## config.mk

```make
export PLATFORM = sky130hd
export DESIGN_NAME = conv_seq_ctrl_flat
export DESIGN_NICKNAME = d
export VERILOG_FILES = /design/src/rtl/conv_seq_ctrl_if.sv /design/src/rtl/conv_seq_ctrl.sv /design/src/flat_wrapper.sv
export SDC_FILE = /design/constraint.sdc
export NUM_CORES = 2
export LEC_CHECK = 0
export CAP_MARGIN = 25
export CORE_UTILIZATION = 60
export DETAILED_ROUTE_END_ITERATION = 10
export PLACE_DENSITY_LB_ADDON = 0.25
export RECOVER_POWER = 100
export SLEW_MARGIN = 20
export SYNTH_ARGS = -nofsm -noshare
export SYNTH_HDL_FRONTEND = slang
export SYNTH_SLANG_ARGS = --single-unit
```

## constraint.sdc

```tcl
create_clock -name clk -period 15.5 [get_ports clk]
set_input_delay 4.65 -clock clk [delete_from_list [all_inputs] [get_ports clk]]
set_output_delay 4.65 -clock clk [all_outputs]
set_load 0.05 [all_outputs]
```

## src/rtl/conv_seq_ctrl_if.sv

```systemverilog
// Memory-side bus of the convolution sequencer: X/Y synchronous read ports and Z write port.
interface conv_seq_ctrl_if #(
   parameter int unsigned DATAWIDTH = 32,
   parameter int unsigned ADDRW     = 5,
   parameter int unsigned ZADDRW    = 6
);
   logic [ADDRW-1:0]     memx_addr;
   logic [DATAWIDTH-1:0] memx_rdata;
   logic [ADDRW-1:0]     memy_addr;
   logic [DATAWIDTH-1:0] memy_rdata;
   logic [ZADDRW-1:0]    memz_addr;
   logic [DATAWIDTH-1:0] memz_wdata;
   logic                 memz_we;

   // Sequencer side
   modport master (
      output memx_addr, memy_addr, memz_addr, memz_wdata, memz_we,
      input  memx_rdata, memy_rdata
   );

   // Memory side
   modport slave (
      input  memx_addr, memy_addr, memz_addr, memz_wdata, memz_we,
      output memx_rdata, memy_rdata
   );
endinterface

```

## src/rtl/conv_seq_ctrl.sv

```systemverilog
// Sequencer for the 1-D convolution datapath: z[i] = sum_j x[j]*y[i-j].
// Walks every output index, issues X/Y reads, accumulates over the
// synchronous read data and writes each result to Z, then pulses done.
module conv_seq_ctrl #(
   parameter int unsigned DATAWIDTH = 32,
   parameter int unsigned ADDRW     = 5,
   parameter int unsigned ZADDRW    = 6
) (
   input  logic              clk,
   input  logic              rst_a,
   input  logic              en_s,
   input  logic              start,
   input  logic [ADDRW-1:0]  size_x,
   input  logic [ADDRW-1:0]  size_y,
   conv_seq_ctrl_if.master   mem,
   output logic              busy,
   output logic              done
);
   localparam int unsigned PRODW = 2 * DATAWIDTH;
   localparam int unsigned ACCW  = 2 * DATAWIDTH + ADDRW;

   localparam logic [2:0] S_IDLE  = 3'd0;
   localparam logic [2:0] S_INIT  = 3'd1;
   localparam logic [2:0] S_FETCH = 3'd2;
   localparam logic [2:0] S_DRAIN = 3'd3;
   localparam logic [2:0] S_WRITE = 3'd4;
   localparam logic [2:0] S_DONE  = 3'd5;

   logic [2:0]           state_q, state_d;
   logic [ADDRW-1:0]     sx_q, sx_d, sy_q, sy_d;
   logic [ZADDRW-1:0]    i_q, i_d;
   logic [ADDRW-1:0]     j_q, j_d;
   logic [ACCW-1:0]      acc_q, acc_d;
   logic                 rd_vld_q, rd_vld_d;
   logic [ADDRW-1:0]     memx_addr_d, memy_addr_d;
   logic [ZADDRW-1:0]    memz_addr_d;
   logic [DATAWIDTH-1:0] memz_wdata_d;
   logic                 memz_we_d, busy_d, done_d;

   logic [ZADDRW-1:0]    sx_w, sy_w, i_last, jhi_cur, i_inc, jlo_inc;
   logic [PRODW-1:0]     prod;
   logic                 empty;

   // Loop bounds for the current and next output index, and the MAC product
   always_comb begin
      sx_w    = ZADDRW'(sx_q);
      sy_w    = ZADDRW'(sy_q);
      empty   = (sx_q == '0) || (sy_q == '0);
      i_last  = sx_w + sy_w - ZADDRW'(2);
      jhi_cur = (i_q < sx_w) ? i_q : sx_w - ZADDRW'(1);
      i_inc   = i_q + ZADDRW'(1);
      jlo_inc = (i_inc >= sy_w) ? i_inc - sy_w + ZADDRW'(1) : '0;
      prod    = PRODW'(mem.memx_rdata) * PRODW'(mem.memy_rdata);
   end

   // Next-state, counter, accumulator and registered-output logic
   always_comb begin
      state_d      = state_q;
      sx_d         = sx_q;
      sy_d         = sy_q;
      i_d          = i_q;
      j_d          = j_q;
      acc_d        = acc_q;
      rd_vld_d     = rd_vld_q;
      memx_addr_d  = mem.memx_addr;
      memy_addr_d  = mem.memy_addr;
      memz_addr_d  = mem.memz_addr;
      memz_wdata_d = mem.memz_wdata;
      busy_d       = busy;
      memz_we_d    = 1'b0;
      done_d       = 1'b0;

      if (en_s) begin
         // Read data arrives one cycle after each FETCH
         rd_vld_d = 1'b0;
         if (rd_vld_q) acc_d = acc_q + ACCW'(prod);

         case (state_q)
            S_IDLE: begin
               if (start) begin
                  state_d = S_INIT;
                  sx_d    = size_x;
                  sy_d    = size_y;
               end
            end
            S_INIT: begin
               i_d   = '0;
               j_d   = '0;
               acc_d = '0;
               // Empty runs spend one settling cycle in DRAIN before DONE
               if (empty) begin
                  state_d = S_DRAIN;
               end else begin
                  state_d     = S_FETCH;
                  memx_addr_d = '0;
                  memy_addr_d = '0;
               end
            end
            S_FETCH: begin
               rd_vld_d = 1'b1;
               if (ZADDRW'(j_q) == jhi_cur) begin
                  state_d = S_DRAIN;
               end else begin
                  j_d         = j_q + ADDRW'(1);
                  memx_addr_d = j_q + ADDRW'(1);
                  memy_addr_d = ADDRW'(i_q - ZADDRW'(j_q) - ZADDRW'(1));
               end
            end
            S_DRAIN: begin
               state_d = empty ? S_DONE : S_WRITE;
            end
            S_WRITE: begin
               if (i_q == i_last) begin
                  state_d = S_DONE;
               end else begin
                  state_d     = S_FETCH;
                  i_d         = i_inc;
                  acc_d       = '0;
                  j_d         = ADDRW'(jlo_inc);
                  memx_addr_d = ADDRW'(jlo_inc);
                  memy_addr_d = ADDRW'(i_inc - jlo_inc);
               end
            end
            S_DONE: begin
               state_d = S_IDLE;
            end
            default: begin
               state_d = S_IDLE;
            end
         endcase

         // Registered outputs track the state being entered
         if (state_d == S_WRITE) begin
            memz_we_d    = 1'b1;
            memz_addr_d  = i_q;
            memz_wdata_d = acc_d[DATAWIDTH-1:0];
         end
         done_d = (state_d == S_DONE);
         busy_d = (state_d != S_IDLE);
      end
   end

   // State and output registers
   always_ff @(posedge clk or negedge rst_a) begin
      if (!rst_a) begin
         state_q        <= S_IDLE;
         sx_q           <= '0;
         sy_q           <= '0;
         i_q            <= '0;
         j_q            <= '0;
         acc_q          <= '0;
         rd_vld_q       <= 1'b0;
         mem.memx_addr  <= '0;
         mem.memy_addr  <= '0;
         mem.memz_addr  <= '0;
         mem.memz_wdata <= '0;
         mem.memz_we    <= 1'b0;
         busy           <= 1'b0;
         done           <= 1'b0;
      end else begin
         state_q        <= state_d;
         sx_q           <= sx_d;
         sy_q           <= sy_d;
         i_q            <= i_d;
         j_q            <= j_d;
         acc_q          <= acc_d;
         rd_vld_q       <= rd_vld_d;
         mem.memx_addr  <= memx_addr_d;
         mem.memy_addr  <= memy_addr_d;
         mem.memz_addr  <= memz_addr_d;
         mem.memz_wdata <= memz_wdata_d;
         mem.memz_we    <= memz_we_d;
         busy           <= busy_d;
         done           <= done_d;
      end
   end
endmodule
```

## src/flat_wrapper.sv

```systemverilog
// flat-port wrapper written by rule: the top's interface ports become plain ports
module conv_seq_ctrl_flat 
#(
   parameter int unsigned DATAWIDTH = 32,
   parameter int unsigned ADDRW     = 5,
   parameter int unsigned ZADDRW    = 6
)
  (clk, rst_a, en_s, start, size_x, size_y, busy, done, mem_memx_addr, mem_memy_addr, mem_memz_addr, mem_memz_wdata, mem_memz_we, mem_memx_rdata, mem_memy_rdata);
  conv_seq_ctrl_if #(.DATAWIDTH(DATAWIDTH), .ADDRW(ADDRW), .ZADDRW(ZADDRW)) mem_i ();
  input  logic clk;
  input  logic rst_a;
  input  logic en_s;
  input  logic start;
  input  logic [ADDRW-1:0] size_x;
  input  logic [ADDRW-1:0] size_y;
  output logic busy;
  output logic done;
  output wire logic [$bits(mem_i.memx_addr)-1:0] mem_memx_addr;
  output wire logic [$bits(mem_i.memy_addr)-1:0] mem_memy_addr;
  output wire logic [$bits(mem_i.memz_addr)-1:0] mem_memz_addr;
  output wire logic [$bits(mem_i.memz_wdata)-1:0] mem_memz_wdata;
  output wire logic [$bits(mem_i.memz_we)-1:0] mem_memz_we;
  input wire logic [$bits(mem_i.memx_rdata)-1:0] mem_memx_rdata;
  input wire logic [$bits(mem_i.memy_rdata)-1:0] mem_memy_rdata;
  assign mem_memx_addr = mem_i.memx_addr;
  assign mem_memy_addr = mem_i.memy_addr;
  assign mem_memz_addr = mem_i.memz_addr;
  assign mem_memz_wdata = mem_i.memz_wdata;
  assign mem_memz_we = mem_i.memz_we;
  assign mem_i.memx_rdata = mem_memx_rdata;
  assign mem_i.memy_rdata = mem_memy_rdata;
  conv_seq_ctrl #(.DATAWIDTH(DATAWIDTH), .ADDRW(ADDRW), .ZADDRW(ZADDRW)) u_core (.clk(clk), .rst_a(rst_a), .en_s(en_s), .start(start), .size_x(size_x), .size_y(size_y), .mem(mem_i), .busy(busy), .done(done));
endmodule
```

==> report_table.html <==
<table>
<tr><th>Metric</th><th>Value</th></tr>
<tr><th colspan="2">Clock tree</th></tr>
<tr><td>Max Root-Sink Buffers</td><td>2</td></tr>
<tr><td>Setup Buffers After CTS</td><td>0</td></tr>
<tr><td>Resize count post-CTS</td><td>0</td></tr>
<tr><td>H-tree levels</td><td>3</td></tr>
<tr><td>Root buffer selected by CTS</td><td>clkbuf_16</td></tr>
<tr><td>Clock sinks</td><td>around 110</td></tr>
<tr><td>Clock latency on the worst-skew pair</td><td>about 0.37 ns</td></tr>
<tr><td>Clock buffers created by TritonCTS</td><td>9</td></tr>
<tr><td>CTS hold repair buffers</td><td>0</td></tr>
<tr><td>Clock transition at the registers of the reported paths</td><td>0.09 ns</td></tr>
<tr><td>CTS tree</td><td>done</td></tr>
<tr><th colspan="2">Cells and area</th></tr>
<tr><td>Antenna cell count</td><td>0</td></tr>
<tr><td>Count of fill cells added during filler insertion</td><td>3,037</td></tr>
<tr><td>P&amp;R area growth vs syn</td><td>8.092%</td></tr>
<tr><td>Total Nets Final</td><td>3,170</td></tr>
<tr><td>Total area of multi-input combinational cells</td><td>0.01738 mm^2</td></tr>
<tr><td>Share of cells above drive strength 1</td><td>0.02764</td></tr>
<tr><td>Post-route cell area</td><td>0.02445 mm^2</td></tr>
<tr><td>Combined flip-flop and latch cell area</td><td>0.002704 mm^2</td></tr>
<tr><th colspan="2">Logic synthesis</th></tr>
<tr><td>Area share of the leading cell type in the synthesized netlist</td><td>0.3921</td></tr>
<tr><td>Area of the mapped netlist</td><td>between 0.02 and 0.025 mm^2</td></tr>
<tr><td>Distinct cell type count of the synthesized netlist</td><td>60</td></tr>
<tr><td>Syn Area/Cell</td><td>9.225 um^2</td></tr>
<tr><td>Flip-flop and latch count after synthesis</td><td>108</td></tr>
<tr><td>Dominant cell by count in the synthesized netlist</td><td>inv_1</td></tr>
<tr><td>Count of flip-flops with a built-in enable after synthesis</td><td>0</td></tr>
<tr><td>Portion of the post-synthesis area used by sequential elements</td><td>0.1195</td></tr>
<tr><td>Share of synthesized registers carrying an async set or reset</td><td>1.000</td></tr>
<tr><td>Most used flip-flop cell after synthesis</td><td>dfrtp_1</td></tr>
<tr><td>Count of yosys warnings during synthesis</td><td>0</td></tr>
<tr><td>Gate count of the mapped netlist</td><td>2,452</td></tr>
<tr><td>Net count after synthesis</td><td>3,131</td></tr>
<tr><td>Most frequent cells after synthesis</td><td>inv_1, fa_1, nand2_1</td></tr>
<tr><td>Top cell type by total area after synthesis</td><td>fa_1</td></tr>
<tr><td>Leading post-synthesis cells by cell area</td><td>fa_1, dfrtp_1, inv_1, ha_1, and2_1</td></tr>
<tr><th colspan="2">Die</th></tr>
<tr><td>Initial core utilization</td><td>0.6135</td></tr>
<tr><td>Core Region</td><td>~0.037 mm^2</td></tr>
<tr><td>Horiz. Die Dim</td><td>196.2 um</td></tr>
<tr><td>Vertical die dimension</td><td>slightly below 200 um</td></tr>
<tr><td>Number of placed I/O pins</td><td>129</td></tr>
<tr><td>Die ar.</td><td>approximately 0.038 mm^2</td></tr>
<tr><td>Number of standard-cell rows in the floorplan</td><td>70</td></tr>
<tr><th colspan="2">Global route</th></tr>
<tr><td>Largest net degree at the start of global routing</td><td>78</td></tr>
<tr><td>Combined global-route utilization of all metal layers</td><td>0.3119</td></tr>
<tr><td>Total overflow reported by the global router</td><td>0</td></tr>
<tr><td>First-pass GRT wire length</td><td>93,060 um</td></tr>
<tr><td>Number of antenna violations at the first check in global routing</td><td>0</td></tr>
<tr><td>Vias in the first global route</td><td>18,090</td></tr>
<tr><th colspan="2">Setup path</th></tr>
<tr><td>Cell repeated most along the worst path</td><td>fa_1</td></tr>
<tr><td>Launching element type of the critical path</td><td>input pin</td></tr>
<tr><td>Worst-path maximum fanout</td><td>19</td></tr>
<tr><td>Max stage delay cell, worst path</td><td>dlygate4sd3_1</td></tr>
<tr><td>Cell-by-cell listing of the critical path</td><td>dlygate4sd3_1 &gt; clkbuf_1 &gt; and2_0 &gt; fa_1 &gt; fa_1 &gt; fa_1 &gt; inv_1 &gt; fa_1 &gt; inv_1 &gt; fa_1 &gt; ha_1 &gt; fa_1 &gt; inv_1 &gt; fa_1 &gt; inv_1 &gt; ha_1 &gt; a22o_1 &gt; or4_1 &gt; o21ba_1 &gt; o21ai_0 &gt; o21ai_0 &gt; xor2_1 &gt; mux2i_1 &gt; o21ai_0</td></tr>
<tr><td>Worst Path Buf+Inv</td><td>6</td></tr>
<tr><td>CP max stage delay</td><td>between 0.9 and 1 ns</td></tr>
<tr><td>Crit. End Element</td><td>register</td></tr>
<tr><td>Crit path required time</td><td>15.69 ns</td></tr>
<tr><td>Cell class contributing the biggest share of worst-path delay</td><td>adder cells</td></tr>
<tr><td>Data arrival time of the critical path</td><td>13.09 ns</td></tr>
<tr><td>Type of the setup path with the least slack</td><td>in -&gt; reg</td></tr>
<tr><th colspan="2">Run status</th></tr>
<tr><td>Violated checks</td><td>capacitance limit, slew limit</td></tr>
<tr><td>Status</td><td>finished, violations left</td></tr>
<tr><th colspan="2">Routing</th></tr>
<tr><td>Via-to-Cell Ratio</td><td>~5.5</td></tr>
<tr><td>Length of the first detailed-routing pass in iterations</td><td>7</td></tr>
<tr><td>Wire length per cell after detailed routing</td><td>~19 um</td></tr>
<tr><td>Vias</td><td>16,510</td></tr>
<tr><td>Antenna Nets Post-Route</td><td>0</td></tr>
<tr><td>First-iteration detailed-routing DRC count</td><td>1,018</td></tr>
<tr><td>DRC Markers</td><td>0</td></tr>
<tr><td>Detailed Route WL</td><td>about 56,000 um</td></tr>
<tr><th colspan="2">STA</th></tr>
<tr><td>Tightest Pin Transition</td><td>2.340 ns</td></tr>
<tr><td>Slew HR</td><td>-0.5602</td></tr>
<tr><td>Part of the cycle the worst path needs</td><td>0.8323</td></tr>
<tr><td>Peak Freq</td><td>slightly below 80 MHz</td></tr>
<tr><td>Max Slew Vio Count</td><td>between 150 and 200</td></tr>
<tr><td>RSZ-0062 raised after global routing</td><td>no</td></tr>
<tr><td>Minimum clock period</td><td>between 10 and 15 ns</td></tr>
<tr><td>Setup Total Neg Slack</td><td>0 ns</td></tr>
<tr><td>Clock tree skew after final layout</td><td>about 0.018 ns</td></tr>
<tr><td>Count of final hold-check violations</td><td>0</td></tr>
<tr><td>Setup violations, final</td><td>0</td></tr>
<tr><th colspan="2">Placement</th></tr>
<tr><td>Routability congestion estimate from global placement</td><td>0.9145</td></tr>
<tr><td>Placed wire-length estimate</td><td>46,060 um</td></tr>
<tr><td>Total cell area at the placement stage</td><td>0.02417 mm^2</td></tr>
<tr><td># port buffers</td><td>128</td></tr>
<tr><th colspan="2">Worst hold path</th></tr>
<tr><td>Worst min path class</td><td>reg -&gt; reg</td></tr>
<tr><th colspan="2">Flow run</th></tr>
<tr><td>Max capacitance violation total</td><td>5</td></tr>
</table>
==> stage by stage <==
step,hold slack [ns],cells,util,worst slack [ns]
floorplan,0.4498,2452,-,3.905
global placement,0.4634,2979,0.6556,2.732
detailed placement,0.4660,2979,0.6556,2.571
CTS,0.4841,2995,0.6635,2.981
global route,0.5130,3000,0.6631,2.199
finish,0.4755,3000,0.6631,2.600
==> cell usage in the layout (no fill, tap or decap), types with 40 or more instances in the layout <==
cell             count
inv_1              542
xnor2_1             80
nor2_1              40
clkdlybuf4s50_1     70
a21oi_1             40
ha_1               158
and2_1             289
fa_1               443
nand2_1            301
dfrtp_1            107
dlygate4sd3_1       55
o21ai_0             49
==> path summary, 6_finish.rpt <==
kind	endpoint	start	depth (start not counted)	slack (ns)
worst min-delay path	u_core.mem.memz_wdata[3]	u_core.mem.memz_wdata[3]	2	0.48
min in group asynchronous	u_core.mem.memy_addr[3]	rst_a	1	4.74
worst max register to register	u_core.mem.memz_wdata[27]	u_core.acc_q[18]	23	7.92
worst max-delay path	u_core.mem.memz_wdata[27]	mem_memy_rdata[0]	24	2.60
worst min register to register	u_core.mem.memz_wdata[3]	u_core.mem.memz_wdata[3]	2	0.48
max in group asynchronous	u_core.mem.memz_wdata[11]	rst_a	3	6.43
==> layer usage <==
metal / wire length (um) / global-route usage / vias up / part of all wire
li1: - / - / 7400 / -
met1: 22270 / 0.4004 / 8435 / 0.39
met4: 1951 / 0.1094 / 0 / 0.035
met3: 3014 / 0.04263 / 120 / 0.053
met5: 0 / 0 / - / 0
met2: 29240 / 0.5422 / 554 / 0.52
==> state kept, by name, summed over array words and instances (netlist names), 5 cells and up <==
register and cells:
u_core.i_q 6, u_core.sy_q 5, u_core.mem.memx_addr 5, u_core.acc_q 32, u_core.mem.memz_wdata 32, u_core.sx_q 5
u_core.j_q 5, u_core.mem.memy_addr 5, u_core.mem.memz_addr 6
==> area by class of cell <==
| cell class | instances | share of cell area |
|---|---|---|
| inverters | 543 | 0.08336 |
| flip-flops and latches | 108 | 0.1106 |
| well taps | 504 | 0.02579 |
| clock inverters | 7 | 0.002763 |
| repair buffers | 148 | 0.05747 |
| clock buffers | 9 | 0.009211 |
| multi-input cells | 1681 | 0.7108 |
==> logic make-up (layout without fill, tap and decap cells) <==
group / Yosys count / count (layout) / synth area share
compound gates: 205 / 205 / 0.06002
xor+xnor: 117 / 117 / 0.04591
fa+ha+maj: 601 / 601 / 0.4795
buf+inv: 663 / 707 / 0.1109
flops: 108 / 108 / 0.1195
mux: 58 / 58 / 0.02843
simple gates: 700 / 700 / 0.1558
==> worst min-delay path, stage by stage, from the launching register on <==
cell	delay (ns)
dfrtp_1	0.34
nand2_1	0.05
o31ai_1	0.05
Power is left out: the tool's default activity adds up to more than one toggle a clock period on the data nets, which glitch-free logic cannot reach.
